<file path="src/rtl/hazard_ctrl.sv">
`default_nettype none
// ============================================================================
// Module      : hazard_ctrl
// Description : ID-stage hazard and pipeline-control unit.
//               Detects load-use and branch-operand hazards against the EX and
//               MEM stages. It stalls PC/IF_ID and inserts ID_EX bubbles while
//               a hazard is present. It flushes IF_ID on a taken branch or a
//               jump. A two-state FSM sequences interrupt entry: the PC takes
//               the exception vector and ID captures EPC and writes k0. A
//               saturating counter records the number of stall cycles.
// Ports       : clk, rst                 - clock, synchronous active-high reset
//               ID_Rs/Rt, ID_UseRs/Rt    - source operands of the ID instruction
//               ID_Branch/BranchTaken    - ID-resolved conditional branch
//               ID_Jump                  - j/jal/jr/jalr in ID
//               EX_MemRead/RegWrite/
//               EX_WriteRegister         - destination info of the EX instruction
//               MEM_MemRead/
//               MEM_WriteRegister        - destination info of the MEM instruction
//               Irq_Req                  - one-cycle interrupt request pulse
//               PC_Write, IF_ID_Write    - pipeline front-end enables
//               IF_ID_Flush, ID_EX_Flush - bubble insertion
//               PC_Exc                   - select exception vector
//               Irq_Ack                  - one-cycle interrupt-entry pulse
//               Stall_Count              - saturating stall-cycle counter
// Revision    : 1.0 - initial release
// ============================================================================
module hazard_ctrl #(
    parameter int CNT_W = 16
) (
    input  logic             clk,
    input  logic             rst,
    input  logic [4:0]       ID_Rs,
    input  logic [4:0]       ID_Rt,
    input  logic             ID_UseRs,
    input  logic             ID_UseRt,
    input  logic             ID_Branch,
    input  logic             ID_BranchTaken,
    input  logic             ID_Jump,
    input  logic             EX_MemRead,
    input  logic             EX_RegWrite,
    input  logic [4:0]       EX_WriteRegister,
    input  logic             MEM_MemRead,
    input  logic [4:0]       MEM_WriteRegister,
    input  logic             Irq_Req,
    output logic             PC_Write,
    output logic             IF_ID_Write,
    output logic             IF_ID_Flush,
    output logic             ID_EX_Flush,
    output logic             PC_Exc,
    output logic             Irq_Ack,
    output logic [CNT_W-1:0] Stall_Count
);

    typedef enum logic [0:0] {
        RUN      = 1'b0,
        IRQ_TAKE = 1'b1
    } state_t;

    localparam logic [CNT_W-1:0] c_CNT_MAX = {CNT_W{1'b1}};

    state_t           state_q, state_d;
    logic             irq_p_q, irq_p_d;
    logic [CNT_W-1:0] cnt_q,   cnt_d;

    logic w_ex_match;
    logic w_mem_match;
    logic w_hz;
    logic w_redirect;

    // Register 0 is hard-wired to zero, so it never carries a dependency.
    assign w_ex_match  = (EX_WriteRegister != 5'd0) &&
                         ((ID_UseRs && (EX_WriteRegister == ID_Rs)) ||
                          (ID_UseRt && (EX_WriteRegister == ID_Rt)));
    assign w_mem_match = (MEM_WriteRegister != 5'd0) &&
                         ((ID_UseRs && (MEM_WriteRegister == ID_Rs)) ||
                          (ID_UseRt && (MEM_WriteRegister == ID_Rt)));

    // Branches compare in ID, so they need results that ALU forwarding into EX
    // cannot supply: an ALU result still in EX, or load data still in MEM.
    // A load followed by a branch therefore stalls twice (EX case, then MEM case).
    assign w_hz = (EX_MemRead && w_ex_match) ||
                  (ID_Branch && EX_RegWrite && w_ex_match) ||
                  (ID_Branch && MEM_MemRead && w_mem_match);

    assign w_redirect = ID_Jump || (ID_Branch && ID_BranchTaken);

    assign Stall_Count = cnt_q;

    always_comb begin
        state_d     = state_q;
        // A new request re-arms the flag even in the cycle that consumes it.
        irq_p_d     = Irq_Req || (irq_p_q && (state_q != IRQ_TAKE));
        cnt_d       = cnt_q;
        PC_Write    = 1'b1;
        IF_ID_Write = 1'b1;
        IF_ID_Flush = 1'b0;
        ID_EX_Flush = 1'b0;
        PC_Exc      = 1'b0;
        Irq_Ack     = 1'b0;

        if (rst) begin
            PC_Write    = 1'b0;
            IF_ID_Write = 1'b0;
            IF_ID_Flush = 1'b1;
            ID_EX_Flush = 1'b1;
            state_d     = RUN;
            irq_p_d     = 1'b0;
            cnt_d       = '0;
        end else begin
            case (state_q)
                IRQ_TAKE: begin
                    PC_Exc      = 1'b1;
                    IF_ID_Flush = 1'b1;
                    ID_EX_Flush = 1'b1;
                    Irq_Ack     = 1'b1;
                    state_d     = RUN;
                end
                default: begin
                    if (w_hz) begin
                        // The redirect of a stalled branch waits until the hazard clears.
                        PC_Write    = 1'b0;
                        IF_ID_Write = 1'b0;
                        ID_EX_Flush = 1'b1;
                        if (cnt_q != c_CNT_MAX) begin
                            cnt_d = cnt_q + 1'b1;
                        end
                    end else if (w_redirect) begin
                        IF_ID_Flush = 1'b1;
                    end
                    // Entry never cuts into a stalled or redirecting instruction,
                    // so the captured EPC always names a clean restart point.
                    if ((irq_p_q || Irq_Req) && !w_hz && !ID_Branch && !ID_Jump) begin
                        state_d = IRQ_TAKE;
                    end
                end
            endcase
        end
    end

    always_ff @(posedge clk) begin
        if (rst) begin
            state_q <= RUN;
            irq_p_q <= 1'b0;
            cnt_q   <= '0;
        end else begin
            state_q <= state_d;
            irq_p_q <= irq_p_d;
            cnt_q   <= cnt_d;
        end
    end

endmodule
`default_nettype wire

</file>
<file path="config.mk">
export PLATFORM = sky130hd
export DESIGN_NAME = hazard_ctrl
export DESIGN_NICKNAME = d
export VERILOG_FILES = /design/src/rtl/hazard_ctrl.sv
export SDC_FILE = /design/constraint.sdc
export NUM_CORES = 1
export LEC_CHECK = 0
export ABC_AREA = 1
export CAP_MARGIN = 20
export CORE_UTILIZATION = 45
export DETAILED_ROUTE_END_ITERATION = 10
export HOLD_SLACK_MARGIN = 0.02
export PLACE_DENSITY = 0.8
export SYNTH_ARGS = -nofsm -noshare
export SYNTH_HDL_FRONTEND = slang
export SYNTH_SLANG_ARGS = --single-unit
</file>
<file path="constraint.sdc">
create_clock -name clk -period 2.4 [get_ports clk]
set_clock_uncertainty 0.1 [all_clocks]
set_input_delay 0.36 -clock clk [delete_from_list [all_inputs] [get_ports clk]]
set_output_delay 0.36 -clock clk [all_outputs]
set_load 0.05 [all_outputs]
</file>
==> impl_metrics.toml <==
[clocking]
ctsHtreeMaxLevel = 1
cts.clk_slew.worst_paths_ps = 100
insertion_delay_ps = 300
cts_buffers = 3
cts_buffer_depth = 2
root_buffer = "clkbuf_4"
numClockSinks = 18
cts_tree = "built"

[timing]
maxSlewHeadroom_pct = 66.0
fin_setup_tns_ps = 0
period_needed_ps = 2290
finalHoldViolations = 0
fin_crit_sh_pct = 95.4
setup_viol = 0
grt_setup_unrepaired = "false"
worst_pin_slew_ps = 508
slew_violations = 0
max_freq_mhz = 437

[job]
max-cap-violations = 0

[logic_synthesis]
avgSynthCellArea_um2 = 5.76
synthTopCellsByCount = "nand2_1 (94), nor2_1 (34), inv_1 (23)"
synth_top_area_share_pct = 23.7
ys_seq_area_share_pct = 23.7
yosysMostFrequentCell = "nand2_1"
syn-num-nets = 296
synth_area_leaders = "dfxtp_1 (24%), nand2_1 (23%), nor2_1 (8.4%), nand4_1 (7.8%), a21oi_1 (5.9%)"
netlist_instances = 264
synthArstFlopShare_pct = 0
synth_area_um2 = 1520
ys_ff_latch = 18
yosysTopAreaCell = "dfxtp_1"
synth_ff_type = "dfxtp_1"
yosysWarningCount = 0
ys_types = 28
synth-edff-count = 0

[setup_path]
endpoint_kind = "output pin"
crit_arrival_ps = 1830
reg2reg_depth = 9
critical_path_class = "primary input to output pin"
timing.critical_path.slowest_stage_cell = "clkdlybuf4s50_1"
start_kind = "primary input"
path_cells = "clkdlybuf4s50_1 > inv_2 > nand2_1 > nand2_1 > nor2_1 > nand3_1 > nand2_1 > nand2_1 > nand2_4 > a21oi_4 > buf_12"
cpMostUsedCell = "nand2_1"
crit_fanout = 3
required_ps = 1940
slowest_delay_ps = 460

[place]
dp.cells = 354
io_buffers = 52
place_congestion = 0.868
place_hpwl_um = 3110

[global_routing]
antenna_found_initial = 0
grt_pass1_vias = 1471
gr-total-overflow = 0
grt_pass1_wl_um = 6620
grt_start_max_net_pins = 20
grt_usage_pct = 24.2

[floorplanning]
initial_core_util_pct = 48.6
die-width_um = 60.1
ioPinCount = 53
core_um2 = 3130
rows = 20
die_h_um = 60.1
die_area_um2 = 3610

[route]
routed_wl_um = 4070
post_drt_wl_per_cell_um = 11.4
vias = 1760
vias_per_cell = 4.92
drc_errors = 0
drtAntennaViolNets = 0
drtIter0Drc = 90
dr.pass1.iters = 4

[finish]
drive_above_1_share_pct = 10.2
antennaDiodeCount = 0
instances_no_fill = 358
layout.nets = 347
area_growth_pct = 44.9
nFillCells = 295

[outcome]
status = "finished, final reports clean"

[min_path]
hold_class = "register to register"
holdPathStages = 2

[power]
vdd_drop_max_v = 0.000187
p_per_area_nw_per_um2 = 316
power_mw = 0.695
power.leakage_nw = 0.968
## registers in the layout, summed over array words and instances, names as in the netlist
| register | cells |
|---|---|
| Stall_Count | 16 |
| irq_p_q | 1 |
| state_q | 1 |
## final timing paths
check | start | to | slack [ps]
max | MEM_WriteRegister[2] | IF_ID_Write | 110
max reg2reg | Stall_Count[1] | Stall_Count[0] | 420
min | irq_p_q | irq_p_q | 400
min reg2reg | irq_p_q | irq_p_q | 400
## kinds of logic after synthesis
family,synth area share [%]
xor+xnor,6.34
simple gates,50.5
flops,23.7
compound gates,6.91
fa+ha+maj,0.823
buf+inv,11.7
## placed cells by master, fill, tap and decap left out, drive strengths merged
master,n
xor2,6
xnor2,5
dlymetal6s2s,1
dfxtp,18
clkbuf,4
o21ai,3
a21oi,18
buf,10
inv,31
nor3,1
nand3b,1
nor4,1
nand4,20
clkdlybuf4s50,45
clkinv,1
nor2,36
nand2,96
nand3,16
ha,1
## where the power goes
| part | switching [mW] | internal [mW] | total, mW | leakage [nW] |
|---|---|---|---|---|
| clock network | 0.0960 | 0.0926 | 0.189 | 0.0210 |
| logic | 0.106 | 0.0978 | 0.204 | 0.802 |
| registers | 0.00146 | 0.301 | 0.303 | 0.145 |
| total | 0.204 | 0.492 | 0.695 | 0.968 |
## metal layers
| layer | track usage (%) | routed length [µm] | vias to the layer above |
|---|---|---|---|
| met5 | 0 | 0 | - |
| met4 | 7.64 | 46 | 0 |
| met3 | 3.46 | 234 | 5 |
| met2 | 41.3 | 1900 | 52 |
| met1 | 31.0 | 1880 | 762 |
| li1 | - | - | 941 |
## worst max-delay path, delay by kind of cell
kind	cells	cell delay (ps)
buf+inv	3	740
compound gates	1	230
simple gates	7	500
## area by class of cell
class                           instances  area, µm²  share of cell area [%]
Sequential cell                        18        360                    16.4
Timing Repair Buffer                   56        626                    28.4
Multi-Input combinational cell        204       1000                    45.6
Clock buffer                            4       36.3                    1.65
Tap cell                               44       55.1                    2.50
Inverter                               32        120                    5.45
## repair_timing
item | CTS | global route
buffers inserted | 0 | 0
endpoints found under the setup margin | 0 | 3
resized for setup | 0 | 5
hold buffers | 0 | 0
## per-stage QoR
| stage | instance area (µm²) | hold WS, ps | worst slack [ps] | utilization, % |
|---|---|---|---|---|
| finish | 2200 | 402 | 111 | 70.4 |
| global route | 2200 | 441 | 2.04 | 70.4 |
| CTS | 2190 | 403 | 96.3 | 70.0 |
| detailed placement | 2150 | 379 | 105 | 68.8 |
| global placement | 2150 | 371 | 123 | 68.8 |
| floorplan | 1530 | 338 | 63.3 | - |
Power figures use the tool's default switching activity.
